## src/rtl/seq_gen_pkg.sv

```systemverilog
// Shared types and constants for the multi-mode sequence generator.
//   seq_mode_e           : sequence selector (Padovan, Fibonacci, arithmetic, Galois LFSR)
//   DEFAULT_LFSR_TAPS_32 : maximal-length Galois feedback mask for 32-bit state
package seq_gen_pkg;

    typedef enum logic [1:0] {
        SEQ_PADOVAN = 2'd0,
        SEQ_FIB     = 2'd1,
        SEQ_ARITH   = 2'd2,
        SEQ_LFSR    = 2'd3
    } seq_mode_e;

    localparam logic [31:0] DEFAULT_LFSR_TAPS_32 = 32'h8020_0003;

endpackage

```

## src/rtl/seq_gen_next.sv

```systemverilog
// Combinational successor function for the sequence generator state.
//   mode   : active sequence (registered copy held by the top)
//   a/b/c  : current state registers, a is the visible term
//   step_i : live increment used by the arithmetic progression
//   a_n/b_n/c_n : state after one advance
//   carry  : the advance's sum overflowed WIDTH bits (never set for LFSR)
module seq_gen_next
    import seq_gen_pkg::*;
#(
    parameter int unsigned      WIDTH     = 32,
    parameter logic [WIDTH-1:0] LFSR_TAPS = WIDTH'(DEFAULT_LFSR_TAPS_32)
) (
    input  seq_mode_e        mode,
    input  logic [WIDTH-1:0] a,
    input  logic [WIDTH-1:0] b,
    input  logic [WIDTH-1:0] c,
    input  logic [WIDTH-1:0] step_i,
    output logic [WIDTH-1:0] a_n,
    output logic [WIDTH-1:0] b_n,
    output logic [WIDTH-1:0] c_n,
    output logic             carry
);

    // One extra bit so the carry out of the top bit is visible.
    logic [WIDTH:0] sum;

    always_comb begin
        a_n   = a;
        b_n   = b;
        c_n   = c;
        carry = 1'b0;
        sum   = '0;
        unique case (mode)
            SEQ_PADOVAN: begin
                sum   = {1'b0, a} + {1'b0, b};
                a_n   = b;
                b_n   = c;
                c_n   = sum[WIDTH-1:0];
                carry = sum[WIDTH];
            end
            SEQ_FIB: begin
                sum   = {1'b0, a} + {1'b0, b};
                a_n   = b;
                b_n   = sum[WIDTH-1:0];
                carry = sum[WIDTH];
            end
            SEQ_ARITH: begin
                sum   = {1'b0, a} + {1'b0, step_i};
                a_n   = sum[WIDTH-1:0];
                carry = sum[WIDTH];
            end
            SEQ_LFSR: begin
                a_n = (a >> 1) ^ (a[0] ? LFSR_TAPS : '0);
            end
        endcase
    end

endmodule

```

## src/rtl/seq_generator_multi.sv

```systemverilog
// Multi-mode integer sequence generator with a valid/ready output stream.
//   clk_w   : clock, rising edge
//   reset_w : synchronous active-low reset
//   mode_i  : sequence select, latched on reset or load_i
//   seed_i  : start value for ARITH/LFSR, latched on reset or load_i
//   step_i  : ARITH increment, used live on each advance
//   load_i  : restart with mode_i/seed_i, keeps the stream valid
//   ready_i : downstream accepts the current term
//   seq_o_w : current term (registered)
//   valid_o : seq_o_w holds a term; low only after a reset edge
//   wrap_o  : one-cycle pulse, the last advance overflowed
//   count_o : accepted terms since reset/load, wraps
module seq_generator_multi
    import seq_gen_pkg::*;
#(
    parameter int unsigned      WIDTH     = 32,
    parameter int unsigned      COUNT_W   = 16,
    parameter logic [WIDTH-1:0] LFSR_TAPS = WIDTH'(DEFAULT_LFSR_TAPS_32)
) (
    input  logic               clk_w,
    input  logic               reset_w,
    input  logic [1:0]         mode_i,
    input  logic [WIDTH-1:0]   seed_i,
    input  logic [WIDTH-1:0]   step_i,
    input  logic               load_i,
    input  logic               ready_i,
    output logic [WIDTH-1:0]   seq_o_w,
    output logic               valid_o,
    output logic               wrap_o,
    output logic [COUNT_W-1:0] count_o
);

    seq_mode_e          mode_q;
    logic [WIDTH-1:0]   a_q, b_q, c_q;
    logic               valid_q, wrap_q;
    logic [COUNT_W-1:0] count_q;

    logic [WIDTH-1:0]   a_n, b_n, c_n;
    logic               carry;
    logic [WIDTH-1:0]   init_a, init_b, init_c;

    seq_gen_next #(
        .WIDTH     (WIDTH),
        .LFSR_TAPS (LFSR_TAPS)
    ) u_next (
        .mode   (mode_q),
        .a      (a_q),
        .b      (b_q),
        .c      (c_q),
        .step_i (step_i),
        .a_n    (a_n),
        .b_n    (b_n),
        .c_n    (c_n),
        .carry  (carry)
    );

    // Initial state for whatever mode is being latched this cycle.
    always_comb begin
        init_a = '0;
        init_b = '0;
        init_c = '0;
        unique case (seq_mode_e'(mode_i))
            SEQ_PADOVAN: begin
                init_b = WIDTH'(1);
                init_c = WIDTH'(1);
            end
            SEQ_FIB: begin
                init_b = WIDTH'(1);
            end
            SEQ_ARITH: begin
                init_a = seed_i;
            end
            SEQ_LFSR: begin
                // An all-zero LFSR never leaves zero.
                init_a = (seed_i == '0) ? WIDTH'(1) : seed_i;
            end
        endcase
    end

    always_ff @(posedge clk_w) begin
        if (!reset_w || load_i) begin
            mode_q  <= seq_mode_e'(mode_i);
            a_q     <= init_a;
            b_q     <= init_b;
            c_q     <= init_c;
            wrap_q  <= 1'b0;
            count_q <= '0;
            // Reset drops valid; a load keeps the stream running.
            valid_q <= reset_w;
        end else if (valid_q && ready_i) begin
            a_q     <= a_n;
            b_q     <= b_n;
            c_q     <= c_n;
            wrap_q  <= carry;
            count_q <= count_q + COUNT_W'(1);
            valid_q <= 1'b1;
        end else begin
            wrap_q  <= 1'b0;
            valid_q <= 1'b1;
        end
    end

    assign seq_o_w = a_q;
    assign valid_o = valid_q;
    assign wrap_o  = wrap_q;
    assign count_o = count_q;

endmodule

```

## config.mk

```make
export PLATFORM = sky130hd
export DESIGN_NAME = seq_generator_multi
export DESIGN_NICKNAME = d
export VERILOG_FILES = /design/src/rtl/seq_gen_pkg.sv /design/src/rtl/seq_gen_next.sv /design/src/rtl/seq_generator_multi.sv
export SDC_FILE = /design/constraint.sdc
export NUM_CORES = 1
export LEC_CHECK = 0
export ABC_AREA = 1
export BUFFER_PORTS_ARGS = -buffer_cell sky130_fd_sc_hd__buf_2
export CAP_MARGIN = 20
export CORE_MARGIN = 4
export CORE_UTILIZATION = 62
export CTS_BUF_LIST = sky130_fd_sc_hd__clkbuf_2
export DETAILED_ROUTE_END_ITERATION = 10
export HOLD_SLACK_MARGIN = 0.15
export PLACE_DENSITY = 0.92
export SLEW_MARGIN = 20
export SYNTH_ARGS = -nofsm -noshare
export SYNTH_HDL_FRONTEND = slang
export SYNTH_SLANG_ARGS = --single-unit
```

## constraint.sdc

```tcl
create_clock -name clk_w -period 5.3 [get_ports clk_w]
set_clock_uncertainty 0.15 [all_clocks]
set_input_delay 0.53 -clock clk_w [delete_from_list [all_inputs] [get_ports clk_w]]
set_output_delay 0.53 -clock clk_w [all_outputs]
set_load 0.01 [all_outputs]
```

==> metrics <==
Post-Syn Instances 1561; core area between 15000 and 20000 sq um; Synth cell types 43; H-tree depth 4; crit path max fanout 7; Ys Warns 0; Startpoint Class flip-flop; synthesized area per cell about 6.5 sq um; Final Net Count approximately 1800; Crit. End Element flip-flop; Initial Util a little under two thirds; crit-path leading delay family adder cells; DR pass1 iterations 5; Cell Rows 46; largest net degree at the start of global routing a little over 60; final period utilization a little under three fifths; CP max stage cell edfxtp_1; most frequent cells in the layout nand2_1, inv_1, nor2_1; area leader, netlist edfxtp_1; Worst Path Required 5.61 ns; number of global-route vias before repair between 10000 and 15000; max cap viols 0; CP arrival ~3.3 ns; Buf/Inv on CP 2; status finished clean; worst reg-to-reg path cell count 14; wire per inst 16.4 um; first-pass GRT wire length ~50 mm; GRT overflow 0; Via density about 5.6; cell chain of the critical path ha_1 -> fa_1 -> nand2_1 -> nand3_1 -> o21ai_2 -> inv_1 -> nand2_1 -> nand2_1 -> nand2_1 -> nand2_1 -> xnor2_1 -> nand2_1 -> nand2_1 -> inv_1; CP peak stage delay approximately 0.61 ns; fmax approximately 330 MHz; share of the core filled with cells between 70 and 80%; Primary FF master, synth edfxtp_1; clock-pin slew on the worst setup and hold paths roughly 0.2 ns; final setup violation count 0; setup tns final 0 ns; register area share after synthesis 32.6%; Total Routed Length 31.8 mm; share of layout cells above drive strength 1 between 10% and 20%; minimum clock period about 3.0 ns; number of cells on the critical path 14; gpl congestion 0.942; Die Y 136 um; Lkg Pwr roughly 6.1 nW; cell repeated most along the worst path nand2_1; asr flop ratio synth 0%; die area approximately 18000 sq um; most common cell after layout, fill and taps aside nand2_1; RSZ-0062 raised after global routing false; worst slew pin tran just over 1 ns; IR drop worst, VDD slightly below 0.0002 V; post-DP HPWL 24.7 mm; final slew viol count 0; CTS tree done; Detailed Route Iter0 Violations 1081; antenna violations before repair 2; CTS Buf Count 17; Clock Latency Late Sink roughly 0.7 ns; number of synthesized flops with an enable pin between 90 and 100; Filler cells roughly 1400; pwr dens 257 nW/um^2; post-synthesis register bit count between 100 and 150; # IOs 120; mapped cell area just over 10000 sq um; Hold/Removal Path Class in -> reg; Clock Tree Root clkbuf_2; WHS Path Cells 4; Port Buf Inserts about 120; Syn Nets 1698; Area Overhead vs Synth 14.1%; hold slack 0.199 ns; WS Path Type reg -> reg; Total GRT Usage 34.2%; ranking of synthesized cells by area edfxtp_1, nand2_1, inv_1; multi-input logic area ~5800 sq um; Sink Count about 120; DRC 0; Die W between 100 and 150 um; via count about 11000; max_slew headroom approximately a third; Reg area between 3000 and 4000 sq um; Routed Antenna Nets 0; post-CTS sizing 0; Synth top area share 29.0%; Final Hold Viols 0; clk buf depth 2
-- routing by layer --
metal  vias up  wire [um]  global-route usage, %
met5         -          0                      0
met4         0       1200                   13.5
met3        94       2960                   6.07
met2       561      14800                   57.0
met1      4879      12900                   44.4
li1       5312          -                      -
-- cells by family after synthesis --
group           count (synthesis)  synth area share (%)
buf+inv                       288                  10.9
simple gates                  884                  36.0
flops                         116                  32.6
xor+xnor                       19                  1.64
fa+ha+maj                      67                  8.41
compound gates                187                  10.5
-- registers in the layout (all words and copies together) (netlist names) --
| register | count |
|---|---|
| b_q | 32 |
| count_o | 16 |
| c_q | 32 |
| valid_o | 1 |
| seq_o_w | 32 |
| wrap_o | 1 |
| mode_q | 2 |
-- worst register-to-register path, stage by stage, from the launching register on --
cell	delay, ns
edfxtp_1	0.61
ha_1	0.35
fa_1	0.47
nand2_1	0.09
nand3_1	0.07
o21ai_2	0.11
inv_1	0.08
nand2_1	0.06
nand2_1	0.12
nand2_1	0.09
nand2_1	0.09
xnor2_1	0.24
nand2_1	0.09
nand2_1	0.10
inv_1	0.05
-- worst paths after layout --
path / from / end / slack [ns]
max: seq_o_w[0] / b_q[16] / 2.29
min: load_i / wrap_o / 0.20
max reg2reg: seq_o_w[0] / b_q[16] / 2.29
min reg2reg: count_o[15] / count_o[15] / 0.34
-- cells in the mapped netlist, types with 6 or more instances --
library cell	instances
xor2_1	8
clkbuf_1	17
nand2_1	545
inv_1	254
nand4_1	9
nand3_1	111
o211ai_1	11
nor2_1	162
ha_1	65
nor3_1	15
a21oi_1	91
nor4_1	6
a22o_1	17
edfxtp_1	98
dfxtp_1	18
o21ai_0	49
buf_2	10
xnor2_1	11
nand2_2	6
-- where the power goes --
group	switching [mW]	total (mW)	leakage, nW	internal [mW]
Combinational	0.723	1.11	4.75	0.383
Sequential	0.0959	1.19	1.23	1.09
Clock	0.367	0.678	0.168	0.311
-- stage by stage --
step,std cells,power (mW),setup WS [ns],cell area [sq um]
floorplan,1561,1.93,1.38,10100
global placement,1870,2.24,2.43,10900
detailed placement,1871,2.26,2.41,10900
CTS,1939,2.94,2.34,11600
global route,1941,3.15,2.13,11600
finish,1941,2.98,2.29,11600
-- cell type report --
cell class | instances | share of cell area [%]
sequential | 116 | 28.5
inverter | 259 | 8.40
timing repair buffer | 159 | 8.58
tap | 216 | 2.33
clock buffer | 18 | 0.778
multi-input combinational | 1157 | 49.7
antenna | 2 | 0.0432
clock inverter | 14 | 1.60
-- timing repair --
| item | CTS | global route |
|---|---|---|
| endpoints found under the setup margin | 0 | 0 |
| hold buffers | 36 | 0 |
| endpoints found under the hold margin | 39 | 0 |
| setup buffers | 0 | 0 |
Power figures use the tool's default switching activity.
